### src/rtl/mux_scan_pkg.sv
// -----------------------------------------------------------------------------
// mux_scan_pkg
// Shared types and constants for the mux scan sequencer.
//   NUM_CH         : channels scanned per frame (fixed at 4)
//   SEL_W          : mux select width, clog2(NUM_CH)
//   SETTLE_CYC_DEF : default settle time per channel, in cycles
//   state_t        : sequencer FSM state
//   frame_t        : one assembled frame, bit k = sample of channel k
// -----------------------------------------------------------------------------
package mux_scan_pkg;

  localparam int NUM_CH         = 4;
  localparam int SEL_W          = $clog2(NUM_CH);
  localparam int SETTLE_CYC_DEF = 2;

  typedef enum logic [1:0] {
    IDLE    = 2'd0,
    SCAN    = 2'd1,
    PRESENT = 2'd2
  } state_t;

  typedef logic [NUM_CH-1:0] frame_t;

endpackage : mux_scan_pkg

### src/rtl/settle_timer.sv
// -----------------------------------------------------------------------------
// settle_timer
// Free-running settle counter that restarts from zero whenever clr is high.
// tick is high for the one cycle in which the count equals SETTLE_CYC-1; the
// counter returns to zero on that same edge, so ticks repeat every
// SETTLE_CYC cycles while clr stays low.
//
// Ports:
//   clk  : clock
//   rst  : asynchronous active-high reset
//   clr  : hold the counter at zero (sequencer not scanning)
//   tick : settle time elapsed, sample the current channel this edge
// -----------------------------------------------------------------------------
module settle_timer #(
  parameter int SETTLE_CYC = 2,
  parameter int CNT_W      = 4
) (
  input  logic clk,
  input  logic rst,
  input  logic clr,
  output logic tick
);

  localparam logic [CNT_W-1:0] LAST = CNT_W'(SETTLE_CYC - 1);

  logic [CNT_W-1:0] cnt;

  assign tick = !clr && (cnt == LAST);

  // NOTE: sequential state is always written with non-blocking assignments so
  // every register samples the pre-edge values of the others.
  always_ff @(posedge clk or posedge rst) begin
    if (rst) begin
      cnt <= '0;
    end else if (clr || tick) begin
      cnt <= '0;
    end else begin
      cnt <= cnt + 1'b1;
    end
  end

endmodule : settle_timer

### src/rtl/mux_scan_sequencer.sv
// -----------------------------------------------------------------------------
// mux_scan_sequencer
// Steps the select of an external 4:1 mux through every channel, waits
// SETTLE_CYC cycles on each, samples the mux output, and offers the assembled
// 4-bit frame over a valid/ready handshake. Single-shot or continuous scan.
//
// Ports:
//   clk         : clock, rising edge
//   rst         : asynchronous active-high reset
//   start       : begin a scan (looked at only while idle)
//   cont_mode   : rescan automatically after each accepted frame (looked at
//                 on the handshake edge)
//   sel         : mux select
//   y_in        : mux output
//   frame_data  : bit k = sample of channel k
//   frame_valid : frame_data holds a complete frame
//   frame_ready : consumer accepts the frame
//   busy        : scanning or presenting
//   frame_count : accepted frames, modulo 2**FCNT_W
// -----------------------------------------------------------------------------
module mux_scan_sequencer
  import mux_scan_pkg::*;
#(
  parameter int SETTLE_CYC = SETTLE_CYC_DEF,
  parameter int CNT_W      = 4,
  parameter int FCNT_W     = 8
) (
  input  logic              clk,
  input  logic              rst,
  input  logic              start,
  input  logic              cont_mode,
  output logic [SEL_W-1:0]  sel,
  input  logic              y_in,
  output frame_t            frame_data,
  output logic              frame_valid,
  input  logic              frame_ready,
  output logic              busy,
  output logic [FCNT_W-1:0] frame_count
);

  localparam logic [SEL_W-1:0] LAST_SEL = SEL_W'(NUM_CH - 1);

  state_t              state_q, state_d;
  logic [SEL_W-1:0]    sel_q, sel_d;
  frame_t              shadow_q, shadow_d;
  frame_t              frame_data_q, frame_data_d;
  logic                frame_valid_q, frame_valid_d;
  logic [FCNT_W-1:0]   frame_count_q, frame_count_d;
  logic                tick;

  // Counter runs only while scanning, so every entry into SCAN starts at zero.
  settle_timer #(
    .SETTLE_CYC (SETTLE_CYC),
    .CNT_W      (CNT_W)
  ) u_settle_timer (
    .clk  (clk),
    .rst  (rst),
    .clr  (state_q != SCAN),
    .tick (tick)
  );

  // NOTE: every signal assigned here gets its default first, so no path
  // through the case leaves one unassigned and no latch is inferred.
  always_comb begin
    state_d       = state_q;
    sel_d         = sel_q;
    shadow_d      = shadow_q;
    frame_data_d  = frame_data_q;
    frame_valid_d = frame_valid_q;
    frame_count_d = frame_count_q;

    unique case (state_q)
      IDLE: begin
        sel_d = '0;
        if (start) begin
          state_d = SCAN;
        end
      end

      SCAN: begin
        if (tick) begin
          shadow_d[sel_q] = y_in;
          if (sel_q == LAST_SEL) begin
            // The last channel goes straight into the frame; the shadow only
            // needs to carry the earlier channels.
            frame_data_d  = {y_in, shadow_q[NUM_CH-2:0]};
            frame_valid_d = 1'b1;
            state_d       = PRESENT;
          end else begin
            sel_d = sel_q + 1'b1;
          end
        end
      end

      PRESENT: begin
        // frame_valid is always set in this state, so ready alone is the
        // handshake.
        if (frame_ready) begin
          frame_count_d = frame_count_q + 1'b1;
          frame_valid_d = 1'b0;
          sel_d         = '0;
          state_d       = cont_mode ? SCAN : IDLE;
        end
      end

      default: begin
        state_d       = IDLE;
        sel_d         = '0;
        frame_valid_d = 1'b0;
      end
    endcase
  end

  // NOTE: the shadow register is small and is cleared on reset so a
  // discarded partial frame can never leak into a later one.
  always_ff @(posedge clk or posedge rst) begin
    if (rst) begin
      state_q       <= IDLE;
      sel_q         <= '0;
      shadow_q      <= '0;
      frame_data_q  <= '0;
      frame_valid_q <= 1'b0;
      frame_count_q <= '0;
    end else begin
      state_q       <= state_d;
      sel_q         <= sel_d;
      shadow_q      <= shadow_d;
      frame_data_q  <= frame_data_d;
      frame_valid_q <= frame_valid_d;
      frame_count_q <= frame_count_d;
    end
  end

  assign sel         = sel_q;
  assign frame_data  = frame_data_q;
  assign frame_valid = frame_valid_q;
  assign frame_count = frame_count_q;
  assign busy        = (state_q != IDLE);

endmodule : mux_scan_sequencer

### config.mk
export PLATFORM = sky130hd
export DESIGN_NAME = mux_scan_sequencer
export DESIGN_NICKNAME = d
export VERILOG_FILES = /design/src/rtl/mux_scan_pkg.sv /design/src/rtl/settle_timer.sv /design/src/rtl/mux_scan_sequencer.sv
export SDC_FILE = /design/constraint.sdc
export NUM_CORES = 1
export LEC_CHECK = 0
export BUFFER_PORTS_ARGS = -buffer_cell sky130_fd_sc_hd__buf_2
export CAP_MARGIN = 20
export CORE_MARGIN = 2
export CORE_UTILIZATION = 31
export DETAILED_ROUTE_END_ITERATION = 8
export PLACE_DENSITY_LB_ADDON = 0.05
export SYNTH_ARGS = -nofsm -noshare
export SYNTH_HDL_FRONTEND = slang
export SYNTH_SLANG_ARGS = --single-unit
### constraint.sdc
create_clock -name clk -period 2.24 [get_ports clk]
set_clock_uncertainty 0.15 [all_clocks]
set_input_delay 0.336 -clock clk [delete_from_list [all_inputs] [get_ports clk]]
set_output_delay 0.336 -clock clk [all_outputs]
set_load 0.03 [all_outputs]
Word level (Yosys, flattened, before mapping) --
Index checks and enable logic that the tools add are counted.
Cells by class: eq/ne operators 10, multiplexer cells 18, reductions and logical operators 12, bitwise operators 1, $lt $le $gt $ge 2, add/sub/neg operators 3
Operators by type and width (number):
- 2-bit 2-to-1 mux | 7
- 8-bit by 1-bit adder with 8-bit output, second input constant | 1
- 2-bit inequality test, second input constant | 4
- 4-bit AND reduction | 2
- 2-bit one-hot mux with 3 select lines | 1
- 3-bit AND reduction | 2
- 1-bit 2-to-1 mux | 5
- 4-bit by 1-bit adder with 4-bit output, second input constant | 1
- 4-bit bitwise mux | 1
- 2-bit equality test, second input constant | 2
- 4-bit by 1-bit equality test with 1-bit output, second input constant | 1
- 4-bit 2-to-1 mux | 1
- 2-bit by 1-bit inequality test with 1-bit output, second input constant | 2
- 2-bit one-hot mux with 2 select lines | 1
- 2-bit AND reduction | 2
- 2-bit by 3-bit < comparator with 1-bit output, second input constant | 1
- 1-bit one-hot mux with 3 select lines | 1
- 2-bit by 1-bit adder with 2-bit output, second input constant | 1
- 1-bit demux with 2-bit select | 1
- 2-bit by 1-bit equality test with 1-bit output, second input constant | 1
- 2-bit by 1-bit greater-or-equal comparator with 1-bit output, second input constant | 1
- 1-bit logical AND | 2
- 2-bit logical NOT | 1
- 2-bit nonzero test | 1
- 3 further kinds | 3
Storage, ports and cells: bits in registers 25

Depth between registers and ports, before layout --
depth after elaboration 5, mapped depth 6, gate-level depth less buffers 5

Hierarchy --
From an unflattened synthesis, not the netlist that was laid out.
Second synthesis, totals: cell total of the unflattened synthesis 96, area total of the unflattened synthesis 1152.4 sq um
By module, submodules not included:
- mux_scan_sequencer | cells an instance 77, area each 953.4 sq um, times used 1
- settle_timer | cells an instance 19, area each 198.9 sq um, times used 1

Worst setup path after synthesis --
No wires, ideal clock.
path kind register to register, start point register u_settle_timer.cnt[1], end point register frame_data_q[0], in the netlist frame_data[0], slack 0.521 ns, library setup time 0.125 ns, buffers on the path 1, arrival 1.444 ns, stages on the path, launching flop included 7, cell sequence dfrtp_1 inv_1 ha_1 nor3b_4 and3_1 buf_6 mux2_4
On the way: word-level cells in the longest chain between the ends 3
Ends and longest elaborated chain:
- from (decl) | line settle_timer.sv:26 | logic [CNT_W-1:0] cnt;
- from (signal assigned) | line settle_timer.sv:38 | cnt <= cnt + 1'b1;
- 4-bit by 1-bit equality test with 1-bit output | line settle_timer.sv:28 | assign tick = !clr && (cnt == LAST);
- 1-bit logical AND | line settle_timer.sv:28
- 3-bit AND reduction (no line)
- to (signal assigned) | line mux_scan_sequencer.sv:128 | frame_data_q <= frame_data_d;
- to (decl) | line mux_scan_sequencer.sv:46 | frame_t frame_data_q, frame_data_d;
Every way passes these cells. A chain may end at the register's enable or synchronous reset.

Worst setup path after layout --
start point register state_q[1], end point output busy
On the way: word-level cells in the longest chain between the ends 1
Ends and longest elaborated chain:
- from (decl) | line mux_scan_sequencer.sv:43 | state_t state_q, state_d;
- from (signal assigned) | line mux_scan_sequencer.sv:125 | state_q <= state_d;
- 2-bit nonzero test | line mux_scan_sequencer.sv:138 | assign busy = (state_q != IDLE);
- to (decl) | line mux_scan_sequencer.sv:37 | output logic busy,
Every way passes these cells.

==> results.cfg <==
[floorplan]
core_area_mm2 = 0.00369
start_util_pct = 32.3
core.rowCount = 22
die_h_um = 66.0
io_pins = 22
dieArea_mm2 = 0.00435
die_x_um = 66.0

[placement]
dp_cells = 168
place_congestion = 0.679
placed_area_mm2 = 0.00136
dp_hpwl_mm = 1.53
port_buffers = 21

[cells_and_area]
layout.cells.non_filler = 173
drive_gt1_share_pct = 33.6
area_growth_pct = 20.6
num_antenna_cells = 0
final_nets = 139
post-route-cell-area_mm2 = 0.00144

[sta]
slew_violations = 0
finalSetupViolCount = 0
final_hold_viol_count = 0
tns_ns = 0
fin_crit_sh_pct = 79.9
rsz0062_at_grt = no
fmax_mhz = 558
final.min_clock_period_ns = 1.79
maxSlewHeadroom_pct = 75.8
tightest_slew_ns = 0.359

[drt]
drcViolationCount = 0
vias = 768
drt_iter0_markers = 20
wl_met3_um = 126
wl_per_cell_um = 12.0
ant_nets = 0
vias_per_cell = 4.44
wl_mm = 2.08
top_layer = met4
route.met2.wl_um = 896
drt_pass1_iterations = 2
drt-met1-wl_mm = 1.04

[clock_tree]
cts_tree = built
path_clk_slew_ns = 0.09
insertion_delay_ns = 0.27
cts-root-buf = clkbuf_8
htreeDepth = 1
cts_resized = 0
post_cts_buffers = 0
cts_sinks = 24
cts_made_buffers = 3
clock_path_buffers = 2

[worst_hold_path]
hold_path_class = primary input to flip-flop

[global_route]
grt.total_usage_pct = 11.2
grt_pass1_vias = 754
grt_pass1_wl_mm = 3.65
antenna_found_initial = 0
grt_max_degree = 25
overflow = 0

[logic_synthesis]
synth-seq-area-share_pct = 50.4
syn_area_mm2 = 0.00119
ys_top_cells_by_area = dfrtp_1 (50%), ha_1 (7.4%), mux2_4 (5.0%)
synth_top_area_cell = dfrtp_1
netlist_instances = 99
syn_nets = 112
avgSynthCellArea_um2 = 12.0
ys.flop_type = dfrtp_1
synth_top_area_share_pct = 50.4
async_flop_share_pct = 100
synth_cell_types = 34
yosysWarnings = 0
synth-seq-cells = 24
synth_edf_count = 0

[pwr]
internal-power_uw = 1140
p_comb_share_pct = 39.1
p_per_area_mw_per_mm2 = 1240
p_total_uw = 1790
peakVddDrop_v = 0.000640
p_seq_share_pct = 39.4
clockPowerShare_pct = 21.5
power_leakage_uw = 0.000736
p_sw_share_pct = 36.2
switching_power_uw = 647

[setup_path]
arrival_ns = 1.30
cp_max_fo = 10
path_class = flip-flop to output pin
crit_path_start_kind = flip-flop
end_kind = output pin
crit_required_ns = 1.75

[flow_run]
maxCapViolCount = 0

[status]
outcome = finished clean
==> layout by cell type, fill, tap and decap left out, types with 3 or more instances in the layout <==
cell,n
nand2_1,7
clkbuf_8,3
nand3_1,6
xor2_1,4
inv_1,5
buf_2,21
mux2_4,4
nor2_1,5
xnor2_1,6
mux2_2,3
ha_1,7
dfrtp_1,24
==> per-layer routing <==
| metal | GRT usage [%] | vias to the layer above |
|---|---|---|
| met1 | 15.6 | 365 |
| li1 | - | 386 |
| met2 | 16.2 | 15 |
| met4 | 3.06 | 0 |
| met5 | 0 | - |
| met3 | 4.26 | 2 |
==> state kept, by name (all words and copies together) (netlist names) <==
| name | cells |
|---|---|
| u_settle_timer.cnt | 4 |
| shadow_q | 3 |
| sel | 2 |
| frame_data | 4 |
| frame_count | 8 |
| state_q | 2 |
| frame_valid | 1 |
==> power by group through the flow <==
stage	sequential (uW)	clock [uW]	combinational (uW)
6_report	704	384	700
5_1_grt	731	422	779
4_1_cts	705	396	715
3_5_place_dp	715	0	709
3_3_place_gp	713	0	705
2_1_floorplan	820	0	420
==> path summary, 6_finish.rpt <==
path                       depth (start not counted)                  start                     to  slack [ns]
hold / removal                                     2                   y_in          frame_data[3]        0.19
max in group asynchronous                          4                    rst  u_settle_timer.cnt[2]        1.20
setup / recovery                                   2             state_q[1]                   busy        0.45
setup reg to reg                                   5  u_settle_timer.cnt[1]          frame_data[2]        0.49
hold reg to reg                                    1         frame_count[7]         frame_count[7]        0.32
min in group asynchronous                          4                    rst          frame_data[0]        0.50
==> cell usage after synthesis (2+ instances only) <==
cell,n
a21o_2,2
xor2_1,4
ha_1,7
nor3_1,2
mux2_2,3
nor2b_1,2
inv_1,5
nand2_1,7
nand3_1,6
nor2_1,5
mux2_4,4
xnor2_1,6
o21ai_0,2
dfrtp_1,24
==> critical path, cell delays in order, from the launching register on <==
cell	delay (ns)
dfrtp_1	0.52
or2_2	0.34
buf_2	0.18
==> cells by family after synthesis <==
kind of cell | Yosys count | synth area share, %
DFF | 24 | 50.4
muxes | 7 | 7.88
and+or+nand+nor | 35 | 18.6
adders and majority gates | 7 | 7.35
xor gates and xnor gates | 10 | 7.35
AOI/OAI and AO/OA | 9 | 5.46
buffers and inverters | 7 | 2.94
==> per-stage QoR <==
| step | hold slack (ns) | setup slack, ns | util, % |
|---|---|---|---|
| 3_3_place_gp | 0.256 | 0.496 | 36.7 |
| 6_report | 0.192 | 0.449 | 38.9 |
| 5_1_grt | 0.195 | 0.356 | 38.9 |
| 2_1_floorplan | 0.201 | 0.521 | - |
| 3_5_place_dp | 0.250 | 0.483 | 36.7 |
| 4_1_cts | 0.190 | 0.437 | 38.9 |
==> layout make-up <==
class / instances / area [um^2]
Inverter: 5 / 18.8
Clock inverter: 1 / 30.0
Multi-Input combinational cell: 68 / 556
Sequential cell: 24 / 601
Fill cell: 376 / 2250
Tap cell: 48 / 60.1
Timing Repair Buffer: 24 / 130
Clock buffer: 3 / 41.3
==> repair_timing <==
item | 4_1_cts | 5_1_grt
setup endpoints to repair | 0 | 0
endpoints found under the hold margin | 24 | 0
hold buffers | 1 | 0
(Power assumes the default switching activity.)
